**config.mk**
```make
export PLATFORM = sky130hd
export DESIGN_NAME = move_sort_topk
export DESIGN_NICKNAME = d
export VERILOG_FILES = /design/src/rtl/move_sort_topk.sv
export SDC_FILE = /design/constraint.sdc
export NUM_CORES = 1
export LEC_CHECK = 0
export ABC_AREA = 1
export CORE_MARGIN = 2
export CORE_UTILIZATION = 50
export CTS_BUF_LIST = sky130_fd_sc_hd__clkbuf_8
export CTS_CLUSTER_DIAMETER = 50
export CTS_CLUSTER_SIZE = 24
export DETAILED_ROUTE_END_ITERATION = 8
export HOLD_SLACK_MARGIN = 0.12
export PLACE_DENSITY = 0.74
export SETUP_SLACK_MARGIN = 0.02
export SYNTH_ARGS = -nofsm -noshare
export SYNTH_HDL_FRONTEND = slang
export SYNTH_SLANG_ARGS = --single-unit
```
**constraint.sdc**
```tcl
create_clock -name clk -period 8.8 [get_ports clk]
set_clock_uncertainty 0.2 [all_clocks]
set_input_delay 1.32 -clock clk [delete_from_list [all_inputs] [get_ports clk]]
set_output_delay 1.32 -clock clk [all_outputs]
set_load 0.05 [all_outputs]
```
**src/rtl/move_sort_topk.sv**
```systemverilog
// In-place RAM move sorter with a masked-flag/signed-eval priority key.
// Backward bubble passes carry the best entry to index 0. A pass ends the
// sort early if it made no swap, if the unsorted tail shrank to one entry,
// or, in top-K mode, once K leading entries are final.
// Ports: clk/reset (async active-low); sort_start (rising edge, IDLE only),
// sort_clear (DONE -> IDLE), descending, flag_mask, top_k; external writer
// (ram_wr_addr_init, ram_wr, ram_wr_data, ram_wr_addr, entry_count, overflow)
// and reader (ram_rd_addr, ram_rd_data); status sort_busy, sort_complete,
// pass_count.
module move_sort_topk #(
  parameter int unsigned RAM_WIDTH          = 16,
  parameter int unsigned EVAL_WIDTH         = 8,
  parameter int unsigned FLAG_WIDTH         = 4,
  parameter int unsigned RD_LATENCY         = 2,
  parameter int unsigned MAX_POSITIONS_LOG2 = 4
) (
  input  logic                          clk,
  input  logic                          reset,
  input  logic                          sort_start,
  input  logic                          sort_clear,
  input  logic                          descending,
  input  logic [FLAG_WIDTH-1:0]         flag_mask,
  input  logic [MAX_POSITIONS_LOG2-1:0] top_k,
  input  logic                          ram_wr_addr_init,
  input  logic                          ram_wr,
  input  logic [RAM_WIDTH-1:0]          ram_wr_data,
  input  logic [MAX_POSITIONS_LOG2-1:0] ram_rd_addr,
  output logic [RAM_WIDTH-1:0]          ram_rd_data,
  output logic [MAX_POSITIONS_LOG2-1:0] ram_wr_addr,
  output logic [MAX_POSITIONS_LOG2:0]   entry_count,
  output logic                          overflow,
  output logic                          sort_busy,
  output logic                          sort_complete,
  output logic [MAX_POSITIONS_LOG2-1:0] pass_count
);

  localparam int unsigned L       = MAX_POSITIONS_LOG2;
  localparam int unsigned CW      = L + 1;
  localparam int unsigned MAX_POS = 1 << L;
  localparam int unsigned KW      = EVAL_WIDTH + FLAG_WIDTH;
  localparam int unsigned WW      = 3;

  typedef enum logic [2:0] {
    ST_IDLE, ST_PASS_INIT, ST_READ, ST_COMPARE, ST_SWAP, ST_STEP, ST_PASS_END, ST_DONE
  } state_t;

  state_t                 state_q, state_nxt;
  logic                   start_q;
  logic [CW-1:0]          n_q, n_nxt, cnt_q, cnt_nxt;
  logic [FLAG_WIDTH-1:0]  mask_q, mask_nxt;
  logic [L-1:0]           k_q, k_nxt, lo_q, lo_nxt, i_q, i_nxt;
  logic [L-1:0]           passes_q, passes_nxt, ptr_q, ptr_nxt, pass_cnt_q, pass_cnt_nxt;
  logic                   swapped_q, swapped_nxt;
  logic [WW-1:0]          wait_q, wait_nxt;
  logic                   ovf_q, ovf_nxt, busy_q, busy_nxt, done_q, done_nxt;

  logic                   ext_we, sorting, start_rise, swap_c;
  logic [L-1:0]           ext_addr, im1, n_last, lo_inc, passes_inc;
  logic [L-1:0]           addr_a, addr_b;
  logic                   we_a, we_b;
  logic [RAM_WIDTH-1:0]   wd_a, wd_b, rd_a, rd_b;
  logic [RAM_WIDTH-1:0]   mem [MAX_POS];
  logic [RAM_WIDTH-1:0]   pipe_a [RD_LATENCY];
  logic [RAM_WIDTH-1:0]   pipe_b [RD_LATENCY];

  logic [FLAG_WIDTH-1:0]        flag_a, flag_b;
  logic signed [EVAL_WIDTH-1:0] eval_a, eval_b;

  assign start_rise = sort_start & ~start_q;
  assign sorting    = (state_q != ST_IDLE) && (state_q != ST_DONE);
  assign im1        = i_q - L'(1);
  assign n_last     = L'(n_q - CW'(1));
  assign lo_inc     = lo_q + L'(1);
  assign passes_inc = passes_q + L'(1);

  // Port a: external writer when idle, entry i-1 while sorting; port b: reader / entry i.
  assign addr_a = sorting ? im1 : ext_addr;
  assign addr_b = sorting ? i_q : ram_rd_addr;
  assign rd_a   = pipe_a[RD_LATENCY-1];
  assign rd_b   = pipe_b[RD_LATENCY-1];
  assign we_a   = ext_we || (state_q == ST_SWAP);
  assign we_b   = (state_q == ST_SWAP);
  assign wd_a   = (state_q == ST_SWAP) ? rd_b : ram_wr_data;
  assign wd_b   = rd_a;

  // Key compare: masked flags as unsigned (highest differing bit wins), then signed eval.
  assign flag_a = rd_a[KW-1:EVAL_WIDTH] & mask_q;
  assign flag_b = rd_b[KW-1:EVAL_WIDTH] & mask_q;
  assign eval_a = $signed(rd_a[EVAL_WIDTH-1:0]);
  assign eval_b = $signed(rd_b[EVAL_WIDTH-1:0]);
  assign swap_c = (flag_a != flag_b) ? (flag_b > flag_a)
                : (descending ? (eval_b > eval_a) : (eval_b < eval_a));

  // Dual-port RAM array; contents are not reset.
  always_ff @(posedge clk) begin
    if (we_a) mem[addr_a] <= wd_a;
    if (we_b) mem[addr_b] <= wd_b;
  end

  // Read pipelines giving RD_LATENCY cycles from address to data.
  always_ff @(posedge clk or negedge reset) begin
    if (!reset) begin
      for (int j = 0; j < int'(RD_LATENCY); j++) begin
        pipe_a[j] <= '0;
        pipe_b[j] <= '0;
      end
    end else begin
      pipe_a[0] <= mem[addr_a];
      pipe_b[0] <= mem[addr_b];
      for (int j = 1; j < int'(RD_LATENCY); j++) begin
        pipe_a[j] <= pipe_a[j-1];
        pipe_b[j] <= pipe_b[j-1];
      end
    end
  end

  // State and datapath registers.
  always_ff @(posedge clk or negedge reset) begin
    if (!reset) begin
      state_q    <= ST_IDLE;
      start_q    <= 1'b0;
      n_q        <= '0;
      cnt_q      <= '0;
      mask_q     <= '0;
      k_q        <= '0;
      lo_q       <= '0;
      i_q        <= '0;
      passes_q   <= '0;
      ptr_q      <= '0;
      pass_cnt_q <= '0;
      swapped_q  <= 1'b0;
      wait_q     <= '0;
      ovf_q      <= 1'b0;
      busy_q     <= 1'b0;
      done_q     <= 1'b0;
    end else begin
      state_q    <= state_nxt;
      start_q    <= sort_start;
      n_q        <= n_nxt;
      cnt_q      <= cnt_nxt;
      mask_q     <= mask_nxt;
      k_q        <= k_nxt;
      lo_q       <= lo_nxt;
      i_q        <= i_nxt;
      passes_q   <= passes_nxt;
      ptr_q      <= ptr_nxt;
      pass_cnt_q <= pass_cnt_nxt;
      swapped_q  <= swapped_nxt;
      wait_q     <= wait_nxt;
      ovf_q      <= ovf_nxt;
      busy_q     <= busy_nxt;
      done_q     <= done_nxt;
    end
  end

  // Next-state, datapath and external-write logic.
  always_comb begin
    state_nxt    = state_q;
    n_nxt        = n_q;
    cnt_nxt      = cnt_q;
    mask_nxt     = mask_q;
    k_nxt        = k_q;
    lo_nxt       = lo_q;
    i_nxt        = i_q;
    passes_nxt   = passes_q;
    ptr_nxt      = ptr_q;
    pass_cnt_nxt = pass_cnt_q;
    swapped_nxt  = swapped_q;
    wait_nxt     = wait_q;
    ovf_nxt      = ovf_q;
    ext_we       = 1'b0;
    ext_addr     = ptr_q;

    if (!sorting) begin
      if (ram_wr_addr_init) begin
        ovf_nxt = 1'b0;
        if (ram_wr) begin
          ext_we   = 1'b1;
          ext_addr = '0;
          ptr_nxt  = L'(1);
          cnt_nxt  = CW'(1);
        end else begin
          ptr_nxt = '0;
          cnt_nxt = '0;
        end
      end else if (ram_wr) begin
        if (cnt_q == CW'(MAX_POS)) begin
          ovf_nxt = 1'b1;
        end else begin
          ext_we  = 1'b1;
          ptr_nxt = ptr_q + L'(1);
          cnt_nxt = cnt_q + CW'(1);
        end
      end
    end

    case (state_q)
      ST_IDLE: begin
        if (start_rise) begin
          n_nxt      = cnt_q;
          mask_nxt   = flag_mask;
          k_nxt      = top_k;
          lo_nxt     = '0;
          passes_nxt = '0;
          if (cnt_q <= CW'(1)) begin
            pass_cnt_nxt = '0;
            state_nxt    = ST_DONE;
          end else begin
            state_nxt = ST_PASS_INIT;
          end
        end
      end
      ST_PASS_INIT: begin
        i_nxt       = n_last;
        swapped_nxt = 1'b0;
        wait_nxt    = '0;
        state_nxt   = ST_READ;
      end
      ST_READ: begin
        if (wait_q == WW'(RD_LATENCY - 1)) state_nxt = ST_COMPARE;
        else wait_nxt = wait_q + WW'(1);
      end
      ST_COMPARE: state_nxt = swap_c ? ST_SWAP : ST_STEP;
      ST_SWAP: begin
        swapped_nxt = 1'b1;
        state_nxt   = ST_STEP;
      end
      ST_STEP: begin
        if (im1 == lo_q) begin
          state_nxt = ST_PASS_END;
        end else begin
          i_nxt     = im1;
          wait_nxt  = '0;
          state_nxt = ST_READ;
        end
      end
      ST_PASS_END: begin
        passes_nxt = passes_inc;
        lo_nxt     = lo_inc;
        if (!swapped_q || (lo_inc == n_last) || ((k_q != '0) && (passes_inc == k_q))) begin
          pass_cnt_nxt = passes_inc;
          state_nxt    = ST_DONE;
        end else begin
          state_nxt = ST_PASS_INIT;
        end
      end
      ST_DONE: if (sort_clear) state_nxt = ST_IDLE;
      default: state_nxt = ST_IDLE;
    endcase

    busy_nxt = (state_nxt != ST_IDLE) && (state_nxt != ST_DONE);
    done_nxt = (state_nxt == ST_DONE);
  end

  assign ram_rd_data   = rd_b;
  assign ram_wr_addr   = ptr_q;
  assign entry_count   = cnt_q;
  assign overflow      = ovf_q;
  assign sort_busy     = busy_q;
  assign sort_complete = done_q;
  assign pass_count    = pass_cnt_q;

endmodule
```
== Yosys cells after proc, flatten, opt, wreduce, memory -nomap -nowiden ==
Memory sizes are Yosys's and may differ from the RTL's. A register that Yosys moved wholly into a read port is not among the register bits.
Cells that the tools add are included.

* Bits in registers: 80
* RAM bits: 256
* Input bits: 35
* Output and inout port bits: 32
* Memories kept: 1

* Add/subtract/negate cells: 7
* Order comparisons: 4
* Equal/unequal tests: 22
* Muxes and demuxes: 48
* Bitwise logic cells: 5
* Reductions and logical operators: 26

{| class="wikitable"
|+ Memories
! memory !! words !! bits a word !! read ports !! clocked after memory_dff !! wr ports !! RTL line !! text
|-
| mem || 16 || 16 || 2 || 2 || 2 || 62 || <nowiki>logic [RAM_WIDTH-1:0] mem [MAX_POS];</nowiki>
|}

{| class="wikitable"
|+ Operators with widths
! operator !! number
|-
| 2-to-1 mux 4 bit || 12
|-
| case mux 4 bit (2 select lines) || 4
|-
| 2-to-1 mux 3 bit || 8
|-
| case mux 3 bit (8 select lines) || 1
|-
| 2-to-1 mux 1 bit || 17
|-
| 2-to-1 mux 16 bit || 1
|-
| == test 3 bit (second input constant) || 5
|-
| 2-to-1 mux 5 bit || 3
|-
| adder 4 x 1 -> 4 bit (second input constant) || 3
|-
| == test 4 bit || 3
|-
| inequality test 2 bit (second input constant) || 6
|-
| nonzero test 2 bit || 5
|-
| case mux 3 bit (3 select lines) || 1
|-
| AND reduction 3 bit || 3
|-
| nonzero test 3 bit || 3
|-
| AND 4 bit || 2
|-
| > comparator 8 bit || 1
|-
| less-than comparator 8 bit || 1
|-
| subtractor 4 x 1 -> 4 bit (second input constant) || 2
|-
| == test 3 x 1 -> 1 bit (second input constant) || 2
|-
| == test 3 x 2 -> 1 bit (second input constant) || 2
|-
| inequality test 3 bit (second input constant) || 2
|-
| AND reduction 2 bit || 3
|-
| adder 5 x 1 -> 5 bit (second input constant) || 1
|-
| other kinds (14) || 21
|}

== Logic depth before layout (Yosys ltp) ==
* Word-level depth: 8
* Mapped depth: 18
* Mapped depth without buffers: 18

== Least setup slack after synthesis ==
Ideal clock, no wire load.

* Path type: input -> register
* Start point: in ram_wr
* End point: mem mem[14][0], enable pin
* Arrival time: 3.488 ns
* Path slack: 4.701 ns
* Stages on the path: 9
* Cell sequence: nand2_1 nand3_1 o21ai_0 inv_1 nor2_1 buf_2 buf_2 nand2_1 o21ai_0

{| class="wikitable"
|+ RTL lines
! item !! RTL line !! text
|-
| start: declaration || 25 || <nowiki>input logic ram_wr,</nowiki>
|-
| end: declaration || 62 ||
|}

==> flow_summary.json <==
{
  "slew_viol_final": 0,
  "layout.cells.non_filler": 2674,
  "setup_viol_count_final": 0,
  "ir_drop_mv": 0.356,
  "grt_max_degree": 74,
  "crit_family": "buffers and inverters",
  "holdPathStages": 0,
  "crit_arrival_ps": 4730,
  "clock.fmax_mhz": 213,
  "tns_ps": 0,
  "crit_chain": "clkdlybuf4s50_1 -> nand2_1 -> nand3_1 -> o21ai_0 -> inv_1 -> nor2_4 -> buf_4 -> nand2_1 -> o22ai_2",
  "synth_cells": 2163,
  "crit_cells": 9,
  "slowest_delay_ps": 930,
  "worstPathRequired_ps": 8830,
  "final_cell_mix": "704 x nand2_1, 256 x a22oi_1, 256 x edfxtp_1",
  "p_per_area_nw_per_um2": 433,
  "slew_headroom": 0.139,
  "fillers": 3429,
  "syn-num-nets": 2220,
  "netlist-cell-type-count": 36,
  "ys_seq_elements": 368,
  "dp_slack_ps": 3520,
  "rsz0062_at_grt": "no",
  "clockRootBuffer": "clkbuf_8",
  "vias": 16500,
  "reg2reg_depth": 8,
  "yosysSeqAreaShare": 0.538,
  "track_usage": 0.299,
  "worstSetupPathType": "in -> reg",
  "grt_pass1_wl_um": 92300,
  "die_area_um2": 40600,
  "via_per_inst": 6.16,
  "worstSetupEndpointType": "flip-flop",
  "die_y_um": 201,
  "path_common_cell": "nand2_1",
  "grt-busiest-layer": "met2",
  "gp_congestion": 0.922,
  "worst_slack_ps": 4100,
  "status": "finished clean",
  "cts_resized": 0,
  "max_cap_viol_count": 0,
  "first_pass_iters": 8,
  "syn_area_per_cell_um2": 9.01,
  "route.detailed.drc": 0,
  "finalCritPeriodShare": 0.535,
  "period_minus_slack_ps": 4700,
  "numPortBuffers": 66,
  "htree_num_levels": 2,
  "crit_path_max_fanout": 65,
  "drive_gt1_frac": 0.0821,
  "hold_class": "reg -> reg",
  "overflow": 0,
  "cts_hold_buf": 0,
  "hpwl_um": 39400,
  "ant_nets": 0,
  "drtIter0Drc": 2324,
  "cts.sinks": 368,
  "post_cts_buffers": 0,
  "grt_pass1_vias": 15200,
  "areaGrowthSynthToFinish_pct": 8.58,
  "grt_util_met2": 0.459,
  "path_buf_inv": 3,
  "rows": 72,
  "clock_latency_ps": 630,
  "met1_usage": 0.432,
  "p_leak_nw": 8.09,
  "cp-start-kind": "input port",
  "yosys_warnings": 0,
  "clk_path_buf_depth": 3,
  "ff_latch_area_um2": 10500,
  "worst_path_max_delay_cell": "o22ai_2",
  "nNetsFinal": 2184,
  "tritoncts": "done",
  "multi_input_area_um2": 7700,
  "coreArea_um2": 38600,
  "dp.cells": 2606,
  "netlist_area_um2": 19500,
  "cts_made_buffers": 37,
  "use_met3": 0.0559,
  "routedWlPerCell_um": 23.0,
  "antenna_found_initial": 0,
  "worstMarginPinSlew_ps": 1280,
  "die_x_um": 201,
  "n_antenna_cell": 0,
  "start_util": 0.506,
  "wl_um": 61500,
  "hold_viol": 0,
  "layout_commonest_cell": "nand2_1",
  "cts.clk_slew.worst_paths_ps": 100,
  "ios": 67
}
-- through the flow --
step                      area (um2)   util  hold WS [ps]  total power, mW
final                          21200  0.549           141             9.17
after global routing           21200  0.549           146             9.64
after CTS                      21200  0.549           142             9.00
after detailed placement       20300  0.526           135             7.71
after global placement         20300  0.526           131             7.59
after floorplan                19500      -           131             6.02
-- per-layer routing --
layer	routed length [um]	share of wire	vias to the layer above
met5	0	0	-
li1	-	-	7406
met4	1750	0.028	0
met1	24000	0.39	7797
met3	7980	0.13	135
met2	27800	0.45	1121
-- sequential cells by signal, summed over array words and instances (netlist names), 5 cells and up --
signal,count
entry_count,5
ram_rd_data,16
pipe_a,16
mem,256
pipe_b,16
rd_a,16
-- cell families (layout without fill, tap and decap cells) --
group | after synthesis | count (layout) | share of synthesized area
xor+xnor | 6 | 6 | 0.00270
simple gates | 849 | 849 | 0.179
fa+ha+maj | 22 | 22 | 0.0141
buf+inv | 315 | 308 | 0.0750
mux | 1 | 1 | 0.000578
flops | 368 | 368 | 0.538
compound gates | 602 | 602 | 0.190
-- worst paths after layout --
kind                                        from     endpoint  slack (ps)
worst max-delay path            ram_wr_addr_init  mem[10][15]        4100
worst min-delay path                  pipe_a[17]      rd_a[1]         140
worst max register to register            i_q[0]  mem[10][15]        4150
worst min register to register        pipe_a[17]      rd_a[1]         140
max in group asynchronous                  reset   pipe_a[20]        6510
min in group asynchronous                  reset       k_q[0]         470
-- synth_stat cells (all sizes together) --
master	n	area, um2
a221oi	1	8.76
clkbuf	56	210
clkinv	1	3.75
o221ai	1	8.76
o21a	1	7.51
ha	22	275
o21ai	310	1570
inv	144	548
o22ai	18	113
nand4	27	169
or2	19	119
buf	114	699
a21oi	13	65.1
nand3	30	150
edfxtp	256	7690
dfrtp	112	2800
o211ai	2	15.0
xor2	4	35.0
mux2	1	11.3
nand2	708	2670
xnor2	2	17.5
nor3	4	20.0
nor2	61	364
a22oi	256	1920
-- power breakdown --
group / total, mW / switching [mW] / internal [mW]
logic: 4.98 / 3.56 / 1.42
clock network: 1.31 / 0.712 / 0.599
registers: 2.88 / 0.444 / 2.44
-- layout make-up --
type                       instances  area share
inverter                         145      0.0261
tap                              518      0.0306
sequential                       368       0.496
multi-input combinational       1480       0.364
timing repair buffer              95      0.0414
clock inverter                    29      0.0171
clock buffer                      39      0.0254
Power figures use the tool's default switching activity.
